**src/rtl/btn_input_pkg.sv**
```systemverilog
// Shared types and helpers for the push-button receive path.
package btn_input_pkg;

    localparam int EVT_W = 8;
    localparam logic EVT_PRESS = 1'b1;
    localparam logic EVT_RELEASE = 1'b0;

    typedef struct packed {
        logic       press;
        logic [2:0] rsvd;
        logic [3:0] idx;
    } evt_t;

    function automatic int btn_cnt_w(input int d);
        return $clog2(d);
    endfunction

endpackage

```
**src/rtl/btn_debounce.sv**
```systemverilog
// One button channel: 2-FF synchronizer, debounce counter and accepted state.
module btn_debounce
    import btn_input_pkg::*;
#(
    parameter int DEBOUNCE_CYCLES = 50000
) (
    input  logic clk,
    input  logic rst,
    input  logic btn_i,
    output logic state_o,
    output logic change_o
);

    localparam int CNT_W = btn_cnt_w(DEBOUNCE_CYCLES);
    localparam logic [CNT_W-1:0] CNT_LAST = CNT_W'(DEBOUNCE_CYCLES - 1);

    logic             sync1_r;
    logic             sync2_r;
    logic             state_r;
    logic [CNT_W-1:0] cnt_r;
    logic             change_s;

    // High in the cycle whose closing edge accepts the new level, so the
    // parent can latch the event on the same edge that updates state_o.
    assign change_s = (sync2_r != state_r) && (cnt_r == CNT_LAST);

    // Synchronizer, debounce counter and accepted state.
    always_ff @(posedge clk) begin
        if (rst) begin
            sync1_r <= 1'b0;
            sync2_r <= 1'b0;
            state_r <= 1'b0;
            cnt_r   <= '0;
        end else begin
            sync1_r <= btn_i;
            sync2_r <= sync1_r;
            if (sync2_r == state_r) begin
                cnt_r <= '0;
            end else if (change_s) begin
                state_r <= sync2_r;
                cnt_r   <= '0;
            end else begin
                cnt_r <= cnt_r + CNT_W'(1);
            end
        end
    end

    assign state_o  = state_r;
    assign change_o = change_s;

endmodule

```
**src/rtl/btn_input_ctrl.sv**
```systemverilog
// Debounced push-button inputs with a press/release event FIFO (FWFT),
// lowest-index-first arbitration, sticky overflow and an interrupt line.
module btn_input_ctrl
    import btn_input_pkg::*;
#(
    parameter int N_BTN           = 4,
    parameter int DEBOUNCE_CYCLES = 50000,
    parameter int FIFO_DEPTH      = 8
) (
    input  logic             clk,
    input  logic             rst,
    input  logic [N_BTN-1:0] btn_i,
    input  logic             en_i,
    output logic [N_BTN-1:0] btn_state_o,
    output logic             evt_valid_o,
    output logic [EVT_W-1:0] evt_data_o,
    input  logic             evt_ready_i,
    output logic             overflow_o,
    input  logic             clr_overflow_i,
    output logic             irq_o
);

    localparam int PTR_W = $clog2(FIFO_DEPTH);
    localparam int FCNT_W = PTR_W + 1;
    localparam logic [FCNT_W-1:0] FIFO_FULL = FCNT_W'(FIFO_DEPTH);

    logic [N_BTN-1:0]  state_s;
    logic [N_BTN-1:0]  change_s;
    logic [N_BTN-1:0]  fire_s;
    logic [N_BTN-1:0]  served_s;
    logic [N_BTN-1:0]  pending_r;
    logic [N_BTN-1:0]  press_r;
    logic              push_req_s;
    logic [3:0]        sel_idx_s;
    logic              sel_press_s;
    logic              push_s;
    logic              pop_s;
    logic              drop_s;
    logic              ovw_s;
    logic              full_s;
    logic              evt_valid_s;
    evt_t              push_evt_s;
    evt_t              mem_r [FIFO_DEPTH];
    logic [PTR_W-1:0]  wr_ptr_r;
    logic [PTR_W-1:0]  rd_ptr_r;
    logic [FCNT_W-1:0] fifo_cnt_r;
    logic              ovf_r;
    logic              irq_r;

    for (genvar g = 0; g < N_BTN; g++) begin : g_chan
        btn_debounce #(
            .DEBOUNCE_CYCLES(DEBOUNCE_CYCLES)
        ) u_debounce (
            .clk     (clk),
            .rst     (rst),
            .btn_i   (btn_i[g]),
            .state_o (state_s[g]),
            .change_o(change_s[g])
        );
    end

    assign fire_s      = change_s & {N_BTN{en_i}};
    assign evt_valid_s = (fifo_cnt_r != '0);
    assign full_s      = (fifo_cnt_r == FIFO_FULL);
    assign pop_s       = evt_valid_s & evt_ready_i;

    // Lowest-index pending channel wins; scanning downward leaves it last.
    always_comb begin
        push_req_s  = 1'b0;
        sel_idx_s   = 4'd0;
        sel_press_s = 1'b0;
        for (int i = N_BTN - 1; i >= 0; i--) begin
            if (pending_r[i]) begin
                push_req_s  = 1'b1;
                sel_idx_s   = 4'(i);
                sel_press_s = press_r[i];
            end else begin
                push_req_s = push_req_s;
            end
        end
        served_s   = N_BTN'(push_req_s) << sel_idx_s;
        push_s     = push_req_s & (~full_s | pop_s);
        drop_s     = push_req_s & full_s & ~pop_s;
        ovw_s      = |(fire_s & pending_r & ~served_s);
        push_evt_s = '{press: sel_press_s ? EVT_PRESS : EVT_RELEASE,
                       rsvd: 3'b000, idx: sel_idx_s};
    end

    // Pending flags, FIFO storage/pointers, overflow and interrupt.
    always_ff @(posedge clk) begin
        if (rst) begin
            pending_r  <= '0;
            press_r    <= '0;
            wr_ptr_r   <= '0;
            rd_ptr_r   <= '0;
            fifo_cnt_r <= '0;
            ovf_r      <= 1'b0;
            irq_r      <= 1'b0;
            for (int i = 0; i < FIFO_DEPTH; i++) begin
                mem_r[i] <= '0;
            end
        end else begin
            pending_r <= (pending_r & ~served_s) | fire_s;
            // A firing channel always flips, so the new level is ~state.
            press_r   <= (press_r & ~fire_s) | (~state_s & fire_s);
            if (push_s) begin
                mem_r[wr_ptr_r] <= push_evt_s;
                wr_ptr_r        <= wr_ptr_r + PTR_W'(1);
            end else begin
                wr_ptr_r <= wr_ptr_r;
            end
            if (pop_s) begin
                rd_ptr_r <= rd_ptr_r + PTR_W'(1);
            end else begin
                rd_ptr_r <= rd_ptr_r;
            end
            case ({push_s, pop_s})
                2'b10:   fifo_cnt_r <= fifo_cnt_r + FCNT_W'(1);
                2'b01:   fifo_cnt_r <= fifo_cnt_r - FCNT_W'(1);
                default: fifo_cnt_r <= fifo_cnt_r;
            endcase
            if (drop_s || ovw_s) begin
                ovf_r <= 1'b1;
            end else if (clr_overflow_i) begin
                ovf_r <= 1'b0;
            end else begin
                ovf_r <= ovf_r;
            end
            irq_r <= evt_valid_s | ovf_r;
        end
    end

    assign btn_state_o = state_s;
    assign evt_valid_o = evt_valid_s;
    assign evt_data_o  = evt_valid_s ? mem_r[rd_ptr_r] : '0;
    assign overflow_o  = ovf_r;
    assign irq_o       = irq_r;

endmodule

```
**config.mk**
```make
export PLATFORM = sky130hd
export DESIGN_NAME = btn_input_ctrl
export DESIGN_NICKNAME = d
export VERILOG_FILES = /design/src/rtl/btn_input_pkg.sv /design/src/rtl/btn_debounce.sv /design/src/rtl/btn_input_ctrl.sv
export SDC_FILE = /design/constraint.sdc
export NUM_CORES = 1
export LEC_CHECK = 0
export CAP_MARGIN = 40
export CORE_MARGIN = 2
export CORE_UTILIZATION = 50
export DETAILED_ROUTE_END_ITERATION = 10
export HOLD_SLACK_MARGIN = 0.06
export PLACE_DENSITY = 0.68
export SETUP_SLACK_MARGIN = 0.4
export SLEW_MARGIN = 5
export SYNTH_ARGS = -nofsm -noshare
export SYNTH_HDL_FRONTEND = slang
export SYNTH_HIERARCHICAL = 1
export SYNTH_SLANG_ARGS = --single-unit
```
**constraint.sdc**
```tcl
create_clock -name clk -period 2.7 [get_ports clk]
set_input_delay 0.675 -clock clk [delete_from_list [all_inputs] [get_ports clk]]
set_output_delay 0.675 -clock clk [all_outputs]
set_load 0.05 [all_outputs]
```
==> impl_results.md <==
* Num CTS Buffers at 17
* Fin Setup TNS at 0 ps
* Internal power at 0.00347 W
* GPL Wtd Cong at 0.859
* Number of global-route vias before repair at 4037
* Final setup viols at 0
* Pin count of the biggest net entering global routing at 29
* Avg Vias per Cell at 5.53
* Initial DRC Count at 209
* Adder-cell area share of the yosys netlist at 1.56%
* Most used flip-flop cell after synthesis: dfxtp_1
* Rows at 38
* Most frequent cells in the layout: 106 x nor2_1, 93 x dfxtp_1, 39 x xnor2_1
* Initial antenna violation count at 0
* Share of cells above drive strength 1 at 13.7%
* Post-Syn Area per Cell at 9.61 um^2
* R2r startpoint: g_chan[3].u_debounce/cnt_r[4]
* Setup CP Type: reg -> out
* Antenna cells at 0
* Peak Freq at 0.399 GHz
* Register Area at 0.00272 mm^2
* Total number of H-tree levels at 4
* Worst Skew at 4.62 ps
* DP Wirelength at 7120 um
* Post-synthesis async set-or-reset flop share at 0%
* CP arrival at 1830 ps
* Congestion Overflow GR at 0
* Compound-cell area share of the yosys netlist at 7.10%
* P per Cell Area at 709 mW/mm^2
* Area growth, synth to finish at 16.9%
* EDFF count, synth at 24
* Combinational power share at 12.3%
* First-pass GRT wire length at 18400 um
* Horiz. Die Dim at 110 um
* Syn. warnings at 6
* # nets final at 633
* Worst hold path class: reg -> reg
* TritonCTS clock tree: built
* Pins Over Slew Limit at 0
* Yosys reg bits at 123
* Minimum clock period after layout at 2510 ps
* Post-Route WL at 10900 um
* Worst Setup Start Kind: flip-flop
* Hold WS at 437 ps
* Hold_sp: g_chan[3].u_debounce/sync1_r
* Clock Tree Root: clkbuf_8
* Post-DR wirelength/cell at 14.1 um
* Final ANT Viol Nets at 0
* Max clock buf depth at 2
* Die H at 110 um
* Largest fanout on the critical path at 6
* Cell count after synthesis at 583
* Critical path endpoint category: primary output
* Clk slew on worst S/H paths at 60 ps
* Psw at 0.00117 W
* Die area at 0.0121 mm^2
* Skew-Pair Late Insertion Delay at 520 ps
* Mux contribution to synthesized area at 3.71%
* Area of the multi-input gates at 0.00277 mm^2
* Most common cell after layout, fill and taps aside: nor2_1
* Drt first pass iters at 5
* DR DRC count at 0
* Mapped Area at 0.00560 mm^2
* Port Buf Inserts at 18
* Max Cap Viol at 0
* RSZ-0062 raised after global routing: yes
* LEAKAGE at 2.10 nW
* Initial Util at 51.4%
* Synth Area in XOR/XNOR at 9.07%
* Peak VDD IR at 884 uV
* Simple-Gate Fraction of Synth Area at 26.3%
* Clock share of power at 44.5%
* Slew headroom at 50.5%
* Final Hold Viols at 0
* Clk sinks at 123
* Worst slew pin tran at 738 ps
* Status: finished, final reports clean
* Via Count at 4254
* Worst Path Required at 2030 ps
* Post-route clock period utilization at 92.8%
* Sw Share at 25.1%
* GRT Overall Usage at 19.6%
* Combinational family with the most area after synthesis: simple AND/OR/NAND/NOR gates
* Seq/Total Area, Yosys at 48.3%
* Top Ports at 24
* Post-synth cell types at 53
* Sequential share of power at 43.2%
* Core Box Area at 0.0109 mm^2
* Fill cell count at 919
-- per-layer routing --
metal	routed length, um	vias to the layer above	track usage [%]
met4	227	0	9.13
met3	384	20	4.98
met2	5180	83	31.6
met5	0	-	0
li1	-	2128	-
met1	5060	2023	24.7
-- final timing paths --
check,to,slack (ps),cells past startpoint
setup / recovery,evt_data_o[0],190,4
hold / removal,g_chan[3].u_debounce/sync2_r,440,1
setup reg to reg,overflow_o,500,7
hold reg to reg,g_chan[3].u_debounce/sync2_r,440,1
-- flip-flops by register name, summed over array words and instances (netlist names), named ones only --
signal,count
wr_ptr_r,3
overflow_o,1
g_chan.u_debounce/state_o,4
irq_o,1
g_chan.u_debounce/sync1_r,4
fifo_cnt_r,4
mem_r,24
g_chan.u_debounce/sync2_r,4
pending_r,4
rd_ptr_r,3
g_chan.u_debounce/cnt_r,64
-- Yosys cell counts (6+ instances only) --
library cell | count | area [um^2]
a21oi_1 | 24 | 120
buf_4 | 11 | 82.6
clkbuf_1 | 7 | 26.3
dfxtp_1 | 99 | 1980
edfxtp_1 | 24 | 721
ha_1 | 7 | 87.6
inv_1 | 14 | 52.6
mux4_2 | 6 | 135
nand2_1 | 24 | 90.1
nand2b_1 | 13 | 81.3
nand3_1 | 31 | 155
nand4_1 | 22 | 138
nor2_1 | 106 | 398
nor2b_1 | 13 | 81.3
nor3_1 | 23 | 115
nor4_1 | 12 | 75.1
o21ai_0 | 11 | 55.1
or3_1 | 16 | 100
xnor2_1 | 39 | 342
xor2_1 | 19 | 166
-- stage by stage --
step	instances	worst slack [ps]	cell area [um^2]	power, W	util, %
2_1_floorplan	587	434	5620	0.00244	-
3_3_place_gp	732	201	5870	0.00257	53.9
3_5_place_dp	732	166	5870	0.00259	53.9
4_1_cts	763	142	6440	0.00466	59.1
5_1_grt	769	84.9	6550	0.00482	60.1
6_report	769	193	6550	0.00464	60.1
-- area by class of cell --
type / instances / area share [%]
multi-input cells: 426 / 42.3
flip-flops and latches: 123 / 41.5
clock buffers: 24 / 7.34
repair buffers: 34 / 4.38
well taps: 140 / 2.68
clock inverters: 7 / 0.994
inverters: 15 / 0.860
-- logic make-up after synthesis --
logic type / after synthesis
compound gates: 59
xor+xnor: 58
fa+ha+maj: 7
buf+inv: 38
flops: 123
mux: 13
other cells: 1
simple gates: 284
-- worst max-delay path: stages (launching register included) --
cell and delay [ps]:
dfxtp_4 410, mux4_2 520, mux2i_1 170, nor2_1 70, buf_6 150
-- timing repair --
action | in CTS | in global routing
setup buffers | 0 | 6
endpoints found under the hold margin | 0 | 0
gates resized for setup | 15 | 19
hold buffers | 0 | 0
setup endpoints to repair | 11 | 53
pin swaps | 0 | 11
-- power groups by stage --
stage | Sequential [W] | Clock, W | Combinational [W]
2_1_floorplan | 0.00203 | 0 | 0.000415
3_3_place_gp | 0.00204 | 0 | 0.000531
3_5_place_dp | 0.00204 | 0 | 0.000545
4_1_cts | 0.00201 | 0.00211 | 0.000546
5_1_grt | 0.00202 | 0.00219 | 0.000615
6_report | 0.00200 | 0.00207 | 0.000570
Note: power is estimated with default switching activity, not from simulation.
